==> config.mk <==
export PLATFORM = sky130hd
export DESIGN_NAME = adder_tree_scheduler
export DESIGN_NICKNAME = d
export VERILOG_FILES = /design/src/rtl/adder_tree_pkg.sv /design/src/rtl/rr_arbiter.sv /design/src/rtl/adder_tree_scheduler.sv
export SDC_FILE = /design/constraint.sdc
export NUM_CORES = 1
export LEC_CHECK = 0
export ABC_AREA = 1
export CAP_MARGIN = 15
export CORE_AREA = 2 2 537 539
export CTS_BUF_LIST = sky130_fd_sc_hd__clkbuf_4
export CTS_CLUSTER_DIAMETER = 200
export DETAILED_ROUTE_END_ITERATION = 6
export DIE_AREA = 0 0 539 541
export GPL_TIMING_DRIVEN = 0
export HOLD_SLACK_MARGIN = 0.06
export PLACE_DENSITY = 0.3
export SLEW_MARGIN = 20
export SYNTH_ARGS = -nofsm -noshare
export SYNTH_HDL_FRONTEND = slang
export SYNTH_HIERARCHICAL = 1
export SYNTH_SLANG_ARGS = --single-unit
==> constraint.sdc <==
create_clock -name clk -period 9.9 [get_ports clk]
set_input_delay 2.475 -clock clk [delete_from_list [all_inputs] [get_ports clk]]
set_output_delay 2.475 -clock clk [all_outputs]
set_load 0.1 [all_outputs]
==> src/rtl/adder_tree_pkg.sv <==
// Shared widths, requester-id sizing and the tag carried alongside the adder tree.
// Pure declarations; no latency or backpressure of its own.
package adder_tree_pkg;

    localparam int DEFAULT_DATA_WIDTH = 32;
    localparam int DEFAULT_LENGTH     = 8;
    localparam int DEFAULT_NUM_REQ    = 4;
    localparam int MAX_NUM_REQ        = 16;
    localparam int MAX_ID_WIDTH       = 4;

    // Requester id width, never narrower than one bit.
    function automatic int id_width(input int num_req);
        return (num_req <= 2) ? 1 : $clog2(num_req);
    endfunction

    // Tag sized for the largest requester count so one type serves every instance.
    typedef struct packed {
        logic                    valid;
        logic [MAX_ID_WIDTH-1:0] id;
    } tag_t;

endpackage

==> src/rtl/rr_arbiter.sv <==
// Round-robin pick: first asserted request at or after ptr, wrapping modulo NUM_REQ.
// Purely combinational, zero latency.
// No backpressure of its own; the caller decides whether the grant is used.
module rr_arbiter #(
    parameter int NUM_REQ  = 4,
    parameter int ID_WIDTH = 2
) (
    input  logic [NUM_REQ-1:0]  req,
    input  logic [ID_WIDTH-1:0] ptr,
    output logic [NUM_REQ-1:0]  grant,
    output logic [ID_WIDTH-1:0] grant_id,
    output logic                any_grant
);

    localparam logic [ID_WIDTH:0] NUM_REQ_W = (ID_WIDTH+1)'(NUM_REQ);

    logic [ID_WIDTH:0]   pos;
    logic [ID_WIDTH-1:0] idx;

    always_comb begin
        grant     = '0;
        grant_id  = '0;
        any_grant = 1'b0;
        pos       = '0;
        idx       = '0;
        for (int i = 0; i < NUM_REQ; i++) begin
            pos = {1'b0, ptr} + (ID_WIDTH+1)'(i);
            if (pos >= NUM_REQ_W) begin
                pos = pos - NUM_REQ_W;
            end
            idx = pos[ID_WIDTH-1:0];
            if (!any_grant && req[idx]) begin
                grant[idx] = 1'b1;
                grant_id   = idx;
                any_grant  = 1'b1;
            end
        end
    end

endmodule

==> src/rtl/adder_tree_scheduler.sv <==
// Feeds one requester vector per cycle into an external adder tree and tags results with the requester id.
// Latency DELAY_STAGES cycles from transfer to res_valid; one vector per cycle throughput.
// A held result (res_valid && !res_ready) freezes the tree and tag pipe and withdraws all req_ready.
module adder_tree_scheduler
    import adder_tree_pkg::*;
#(
    parameter int DATA_WIDTH   = DEFAULT_DATA_WIDTH,
    parameter int LENGTH       = DEFAULT_LENGTH,
    parameter int NUM_REQ      = DEFAULT_NUM_REQ,
    parameter int OUT_WIDTH    = DATA_WIDTH + $clog2(LENGTH),
    parameter int DELAY_STAGES = $clog2(LENGTH),
    parameter int ID_WIDTH     = id_width(NUM_REQ),
    parameter int CNT_WIDTH    = $clog2(DELAY_STAGES + 1)
) (
    input  logic                                 clk,
    input  logic                                 rst,
    input  logic [NUM_REQ-1:0]                   req_valid,
    input  logic [NUM_REQ*LENGTH*DATA_WIDTH-1:0] req_addends,
    output logic [NUM_REQ-1:0]                   req_ready,
    input  logic                                 flush,
    output logic                                 tree_advance,
    output logic [LENGTH*DATA_WIDTH-1:0]         tree_addends,
    input  logic [OUT_WIDTH-1:0]                 tree_sum,
    output logic                                 res_valid,
    output logic [ID_WIDTH-1:0]                  res_id,
    output logic [OUT_WIDTH-1:0]                 res_sum,
    input  logic                                 res_ready,
    output logic [CNT_WIDTH-1:0]                 inflight
);

    localparam int VEC_W = LENGTH * DATA_WIDTH;

    tag_t                tags [DELAY_STAGES];
    tag_t                head_tag;
    logic [ID_WIDTH-1:0] ptr;
    logic [ID_WIDTH-1:0] ptr_next;
    logic [NUM_REQ-1:0]  grant;
    logic [ID_WIDTH-1:0] grant_id;
    logic                any_grant;
    logic                grant_en;
    logic                transfer;
    logic                res_pop;

    rr_arbiter #(
        .NUM_REQ  (NUM_REQ),
        .ID_WIDTH (ID_WIDTH)
    ) u_rr_arbiter (
        .req       (req_valid),
        .ptr       (ptr),
        .grant     (grant),
        .grant_id  (grant_id),
        .any_grant (any_grant)
    );

    assign res_valid    = tags[DELAY_STAGES-1].valid;
    assign res_id       = tags[DELAY_STAGES-1].id[ID_WIDTH-1:0];
    assign res_sum      = tree_sum;
    assign res_pop      = res_valid && res_ready;
    assign tree_advance = !(res_valid && !res_ready);

    // Grants are withheld while stalled, flushing or held in reset.
    assign grant_en     = tree_advance && !flush && rst;
    assign req_ready    = grant & {NUM_REQ{grant_en}};
    assign transfer     = grant_en && any_grant;
    assign tree_addends = transfer ? req_addends[grant_id*VEC_W +: VEC_W] : '0;

    assign ptr_next = (grant_id == ID_WIDTH'(NUM_REQ - 1)) ? '0 : grant_id + 1'b1;

    always_comb begin
        head_tag       = '0;
        head_tag.valid = transfer;
        head_tag.id    = MAX_ID_WIDTH'(grant_id);
    end

    // Tags shift in lockstep with the tree; flush only kills valids and wins over a stall.
    always_ff @(posedge clk or negedge rst) begin
        if (!rst) begin
            for (int s = 0; s < DELAY_STAGES; s++) begin
                tags[s] <= '0;
            end
        end else if (flush) begin
            for (int s = 0; s < DELAY_STAGES; s++) begin
                tags[s].valid <= 1'b0;
            end
        end else if (tree_advance) begin
            tags[0] <= head_tag;
            for (int s = 1; s < DELAY_STAGES; s++) begin
                tags[s] <= tags[s-1];
            end
        end
    end

    always_ff @(posedge clk or negedge rst) begin
        if (!rst) begin
            ptr <= '0;
        end else if (transfer) begin
            ptr <= ptr_next;
        end
    end

    always_ff @(posedge clk or negedge rst) begin
        if (!rst) begin
            inflight <= '0;
        end else if (flush) begin
            inflight <= '0;
        end else if (transfer && !res_pop) begin
            inflight <= inflight + 1'b1;
        end else if (!transfer && res_pop) begin
            inflight <= inflight - 1'b1;
        end
    end

endmodule

==> metrics, run 1 <==
CTS root buffer=clkbuf_4; DRC viols=0; Netlist Area Pre-Place=0.0101 sq mm; total gr overflow=0; first-pass GRT wire length=292000 um; Post-synth top cells=nor2_1 (1030), o21ai_0 (507), a21oi_1 (265), buf_2 (92), buf_4 (70); syn_nets=3250; final core utilization=about a tenth; family with the most delay on the worst path=buffers and inverters; hold crit path type=reg2reg; Worst Skew=0.0145 ns; ranking of synthesized cells by area=nor2_1 (38%), o21ai_0 (25%), a21oi_1 (13%); Critical Path RT=approximately 7.4 ns; met3 Use GR=under 10%; Slew @ Worst Pin=1.34 ns; Hold EP=tags[5]; final period utilization=98.2%; TritonCTS Buffers=3; Worst-path clk slew=0.09 ns; CP Cell Sequence=clkdlybuf4s50_1 -> inv_1 -> nand2_1 -> nand3_2 -> nand2_4 -> nor2_4 -> buf_6 -> nand4_1 -> nand3_1 -> buf_6 -> inv_4 -> buf_6 -> clkbuf_1 -> o21ai_0 -> a21oi_1 -> clkdlybuf4s50_1; # nets final=about 4600; Reg area=about 330 sq um; Post-synth EDFFs=0; Bufs on Longest Clock Path=2; post-DP HPWL=roughly 230000 um; CP arrival=7.25 ns; max-slew violation count=0; worst skew pair latency=0.30 ns; Post CTS Setup Buffer Count=0; total number of vias=21800; # IOs=~1400; Worst setup SP type=primary input; worst reg2reg path depth=12; worst hold path cell count=2; final setup fails=0; Final min period=a little under 10 ns; fmax=0.103 GHz; number of global-route vias before repair=approximately 22000; slowest CP cell=clkdlybuf4s50_1; final setup TNS=0 ns; CP bufs+invs=8; synth warn=6; area leader, netlist=nor2_1; RR Endpoint=tags[14]; Final Hold Fails=0; r2r setup slk=6.19 ns; worst hold path startpoint=tags[10]; kind of critical path=in2out; WL/cell=33.1 um; Num Clock Sinks=13; share of post-route cells with drive strength above 1=11.1%; top_reg_cell synth=dfrtp_1; average size of a mapped cell=4.63 sq um; CORE AREA=0.286 sq mm; Initial Util=under 10%; status=finished clean; cell mode on critical path=buf_6; pin count of the biggest net entering global routing=17; die area=roughly 0.29 sq mm; RSZ-0062 raised after global routing=no; worst r2r src=ptr[0]; max-cap violations=0; PostCTS Resize Cnt=186; Synth Register Bits=13; CP max FO=11; GR peak layer=met2; Yosys top cell area share=between 30% and 40%; # rows=197; CTS tree=built; Syn-to-layout area delta=178%; Die Wd=around 540 um; met1 Resource Use GR=about a fifth; CP endpoint kind=output pin; DRT antenna net count=0; Die Y-Extent=541 um; Synth Instances=around 2200; Final GP Congestion=between 0.8 and 0.9; Placement Cell Area=roughly 0.028 sq mm; cts hold-fix bufs=0; GRT met2 Usage=between 20 and 30%; GRT Overall Usage=15.9%; crit-path max cell delay=1.21 ns; most numerous cell in the Yosys netlist=nor2_1; initial antenna violation count=172; H-tree levels=1; final WL=approximately 240000 um; area occupied by multi-input gates=roughly 0.0084 sq mm; Vias/cell=2.96; port bufs=1332; Cell variety after synth=30; Final Instance Area=0.0280 sq mm; relative slew slack=9.75%; fillers=33800; sequential area share after synthesis=3.23%; drt initial violations=approximately 1200; worst hold slack=0.499 ns; ys async rst share=100%; drt first pass iters=6
[tightest hold or removal path, stage by stage (launching register included)]
cell	delay (ns)
dfrtp_1	0.36
nand2_1	0.05
o21ai_0	0.06
[cell usage in the layout, fill, tap and decap left out, types with 2 or more instances in the layout]
cell / count
buf_2: 192
buf_6: 13
buf_12: 2
o21ai_1: 81
dfrtp_1: 13
nand2_1: 38
ha_1: 6
inv_2: 4
o21ai_0: 413
a21oi_1: 265
buf_8: 5
dlygate4sd2_1: 103
diode_2: 51
nand3_1: 16
clkdlybuf4s15_1: 5
nor2_1: 1029
buf_4: 83
dlymetal6s2s_1: 13
clkbuf_4: 5
nand4_1: 8
clkdlybuf4s50_1: 1088
inv_1: 20
nand2_2: 8
clkbuf_1: 36
o21ai_2: 24
clkbuf_2: 37
a21boi_0: 4
clkdlybuf4s15_2: 11
[cells by family (layout without fill, tap and decap cells)]
logic type / Yosys count / count (layout) / share of synthesized area [%]
AND/OR/NAND/NOR: 1106 / 1106 / 42.3
other: 0 / 51 / 0
flip-flops: 13 / 13 / 3.23
adder cells (fa/ha/maj): 6 / 6 / 0.744
XOR/XNOR: 1 / 1 / 0.0869
AO/OA/AOI/OAI: 790 / 790 / 39.4
buffers and inverters: 261 / 1619 / 14.2
[worst max-delay path by stage]
stage	cells past startpoint	from	to	slack [ns]
6_report	16	req_valid[1]	tree_addends[68]	0.18
5_1_grt	16	req_valid[1]	tree_addends[57]	0.0005
4_1_cts	16	req_valid[1]	tree_addends[103]	-0.20
3_5_place_dp	15	req_valid[1]	tree_addends[103]	-0.84
3_3_place_gp	15	req_valid[1]	tree_addends[89]	-1.97
2_1_floorplan	14	req_valid[3]	tree_addends[242]	2.04
[metrics by stage]
step	cells	setup slack, ns
after floorplan	2177	2.04
after global placement	7290	-1.97
after detailed placement	7312	-0.840
after CTS	7316	-0.196
after global routing	7324	0.000465
final	7367	0.179
[flip-flops by register name, indices dropped and copies added, names as in the netlist]
signal and flops:
inflight 2, ptr 2, res_id 2, res_valid 1, tags 6
[per-layer routing]
layer | part of all wire, % | up-vias
met3 | 9.6 | 257
met1 | 41 | 10200
met5 | 0.17 | -
met4 | 2.2 | 58
met2 | 47 | 1331
li1 | - | 9925
[layout make-up]
cell class              instances  share of cell area (%)
inverters                      25                   0.344
multi-input cells            1903                    30.0
plain buffers                 236                    4.83
diodes                         51                   0.455
repair buffers               1354                    46.2
clock buffers                   4                   0.107
well taps                    3781                    16.9
flip-flops and latches         13                    1.16
Power of run 1 is left out: the tool's default activity adds up to more than one toggle a clock period on the data nets, which glitch-free logic cannot reach.
==> inputs of run 2 (changes only) <==
--- a/config.mk
+++ b/config.mk
@@ -5,13 +5,12 @@
 export SDC_FILE = /design/constraint.sdc
 export NUM_CORES = 1
 export LEC_CHECK = 0
-export ABC_AREA = 1
 export CAP_MARGIN = 15
-export CORE_AREA = 2 2 537 539
+export CORE_AREA = 2 2 530 532
 export CTS_BUF_LIST = sky130_fd_sc_hd__clkbuf_4
 export CTS_CLUSTER_DIAMETER = 200
 export DETAILED_ROUTE_END_ITERATION = 6
-export DIE_AREA = 0 0 539 541
+export DIE_AREA = 0 0 532 534
 export GPL_TIMING_DRIVEN = 0
 export HOLD_SLACK_MARGIN = 0.06
 export PLACE_DENSITY = 0.3
==> run 2 against run 1 <==
Cell area decreased by 2.2%. Cell count decreased by 20%. Highest routed layer unchanged. Clock skew decreased by 0.0082 ns. Sequential share of layout area about the same. Via count decreased by 28%. Global-route usage about the same. Non-clock buffer count decreased by 127. Routed wire length decreased by 3.3%. Fmax about the same.
==> metrics, run 2 <==
DP Worst Slack=-0.218 ns (was -0.840 ns); sequential area share after synthesis=3.44% (was 3.23%); Die Wd=532 um (was 539 um); CP arrival=7.24 ns (was 7.25 ns); Post-synth EDFFs=0 (unchanged); Worst setup startpoint=req_valid[3] (was req_valid[1]); syn_nets=1806 (was 3250); Post-Synth Adder-Cell Area=0.794% (was 0.745%); Worst-path clk slew=0.07 ns (was 0.09 ns); Vias/cell=2.66 (was 2.96); GRT Overall Usage=15.9% (about the same); ranking of synthesized cells by area=mux4_2 (61%), nor2b_1 (17%), buf_6 (6.4%) (was nor2_1 (38%), o21ai_0 (25%), a21oi_1 (13%)); Die Y-Extent=534 um (was 541 um); number of global-route vias before repair=15100 (was 22500); slowest CP cell=clkdlybuf4s50_1 (unchanged); Synth Instances=733 (was 2177); worst reg2reg path depth=11 (was 12); Crit. path cell count=10 (was 16); CP Cell Sequence=clkdlybuf4s50_1 -> mux4_1 -> nor3_1 -> a32o_1 -> buf_2 -> clkbuf_2 -> buf_2 -> mux4_2 -> nor2b_1 -> clkdlybuf4s50_1 (was clkdlybuf4s50_1 -> inv_1 -> nand2_1 -> nand3_2 -> nand2_4 -> nor2_4 -> buf_6 -> nand4_1 -> nand3_1 -> buf_6 -> inv_4 -> buf_6 -> clkbuf_1 -> o21ai_0 -> a21oi_1 -> clkdlybuf4s50_1); synth warn=6 (unchanged); TritonCTS Buffers=3 (unchanged); post-DP HPWL=224000 um (was 227000 um); most common cell after layout, fill and taps aside=clkdlybuf4s50_1 (unchanged); r2r setup slk=6.38 ns (was 6.19 ns); Initial Util=3.40% (was 3.52%); average size of a mapped cell=12.9 sq um (was 4.63 sq um); Cell variety after synth=32 (was 30); Synth Register Bits=13 (unchanged); pin count of the biggest net entering global routing=16 (was 17); most frequent cells in the layout=clkdlybuf4s50_1 (1214), nor2b_1 (259), mux4_2 (258) (was clkdlybuf4s50_1 (1088), nor2_1 (1029), o21ai_0 (413)); Post-Synth Simple-Gate Area=19.2% (was 42.3%); final core utilization=9.84% (was 9.79%); Yosys top cell area share=61.5% (was 38.3%); PD cells=362 mW/mm^2; # nets final=3145 (was 4609); final setup fails=0 (unchanged); status=finished clean (unchanged); fillers=32200 (was 33800); Critical Path RT=7.43 ns (about the same); DRC viols=0 (unchanged); # rows=194 (was 197); hold crit path type=reg2reg (unchanged); Syn-to-layout area delta=190% (was 178%); CORE AREA=0.278 sq mm (was 0.286 sq mm); cts hold-fix bufs=0 (unchanged); Worst IR Drop VDD=roughly 0.17 mV; Total Power=a little under 10000 uW; first-pass GRT wire length=270000 um (was 292000 um); LEAKAGE=approximately 0.009 uW; Final min period=9.72 ns (about the same); worst r2r src=ptr[1] (was ptr[0]); area leader, netlist=mux4_2 (was nor2_1); relative slew slack=18.2% (was 9.75%); CTS root buffer=clkbuf_4 (unchanged); drt first pass iters=5 (was 6); post-synthesis mux area share=63.8% (was 0%); Post-synth top cells=nor2b_1 (259), mux4_2 (258), buf_6 (54), buf_4 (37), buf_2 (30) (was nor2_1 (1030), o21ai_0 (507), a21oi_1 (265), buf_2 (92), buf_4 (70)); WL/cell=40.1 um (was 33.1 um); Placement Cell Area=0.0272 sq mm (was 0.0280 sq mm); final setup TNS=0 ns (unchanged); Slew @ Worst Pin=1.22 ns (was 1.34 ns); Critical Path End=tree_addends[213] (was tree_addends[68]); family with the most delay on the worst path=buffers and inverters (unchanged); top_reg_cell synth=dfrtp_1 (unchanged); Worst setup SP type=primary input (unchanged); RR Endpoint=tags[11] (was tags[14]); CTS tree=built (unchanged); max-cap violations=0 (unchanged); total number of vias=15600 (was 21800); dominant combinational cell family by area after synthesis=multiplexers (was simple AND/OR/NAND/NOR gates); Netlist Area Pre-Place=0.00945 sq mm (was 0.0101 sq mm); kind of critical path=in2out (unchanged); port bufs=1331 (was 1332); H-tree levels=1 (unchanged); final period utilization=98.1% (was 98.2%); most numerous cell in the Yosys netlist=nor2b_1 (was nor2_1); worst hold path startpoint=tags[5] (was tags[10]); worst setup margin=0.184 ns (was 0.179 ns); die area=0.284 sq mm (was 0.292 sq mm); Post-Synth XOR/XNOR Area=0% (was 0.0869%); share of post-route cells with drive strength above 1=22.8% (was 11.1%); RSZ-0062 raised after global routing=no (unchanged); register bank with the most flops=tags (unchanged); crit-path max cell delay=1.22 ns (was 1.21 ns); Final GP Congestion=0.998 (was 0.900); CP endpoint kind=output pin (unchanged); Final Instance Area=0.0274 sq mm (was 0.0280 sq mm); drt initial violations=1082 (was 1229); ys async rst share=100% (unchanged); post-synthesis compound-gate area fraction=1.39% (was 39.4%); CP max FO=10 (was 11); worst skew pair latency=0.27 ns (was 0.30 ns); total gr overflow=0 (unchanged); Worst Skew=0.00626 ns (was 0.0145 ns); fmax=0.103 GHz (about the same); final WL=236000 um (was 243000 um); DRT antenna net count=0 (unchanged); initial antenna violation count=362 (was 172); # IOs=1368 (unchanged); Num Clock Sinks=13 (unchanged); Bufs on Longest Clock Path=2 (unchanged); CP bufs+invs=5 (was 8); max FFs per register=6 (unchanged); Final Hold Fails=0 (unchanged); max-slew violation count=0 (unchanged)
==> run 2: changes by cell type after synthesis, sizes merged, moves of 21 or more <==
cell    previous run  this run
mux4               0       260
o21ai            518         6
inv               25         4
clkbuf            67         8
nor2b              0       260
nor2            1031         9
buf              169       121
a21oi            266         0
nand2             47         2
==> run 2: stage by stage <==
step / cells / hold slack (ns)
CTS: 5795 / 0.514
global route: 5809 / 0.527
floorplan: 733 / 0.465
global placement: 5788 / 0.485
detailed placement: 5791 / 0.495
finish: 5872 / 0.508
==> run 2: logic make-up after synthesis <==
family                     count (synthesis)
muxes                                    275
DFF                                       13
adders and majority gates                  6
AOI/OAI and AO/OA                         19
buffers and inverters                    133
and+or+nand+nor                          287
==> run 2: worst min-delay path by stage <==
stage / end / depth (start not counted)
after detailed placement: res_valid / 2
after CTS: tags[10] / 1
after global routing: tags[6] / 1
after global placement: tags[6] / 1
after floorplan: res_valid / 2
final: tags[5] / 1
==> run 2: timing repair <==
item | CTS | global route
buffers inserted | 0 | 0
setup endpoints to repair | 28 | 20
gates resized for setup | 28 | 20
==> run 2: area by class of cell <==
cell class                 instances  area (sq um)  area share (%)
inverter                           4          15.0          0.0548
tap                             3724          4660            17.0
multi-input combinational        587          8050            29.4
buffer                           129          1070            3.90
clock buffer                       4          30.0           0.110
antenna                           77           193           0.703
timing repair buffer            1334         13100            47.7
sequential                        13           325            1.19
==> run 2: worst reg2reg max path, stage by stage, from the launching register on <==
cell and delay [ns]:
dfrtp_1 0.55, inv_1 0.17, ha_1 0.40, mux4_2 0.33, buf_6 0.16, nor4b_4 0.39, nor2_1 0.09, a32o_1 0.26
buf_2 0.22, buf_2 0.26, buf_2 0.28, mux2_2 0.30
==> run 2: power by group <==
part,internal (uW),switching [uW]
Clock,18.3,15.9
Combinational,3480,6320
Sequential,71.9,18.1
Total,3580,6350
==> run 2: metal layers <==
metal | vias up | GRT usage [%] | share of wire [%]
li1 | 5699 | - | -
met1 | 7573 | 19.6 | 41
met2 | 1736 | 24.8 | 43
met3 | 474 | 8.53 | 13
met4 | 118 | 2.44 | 2.6
met5 | - | 0 | 0.34
(Power assumes the default switching activity.)
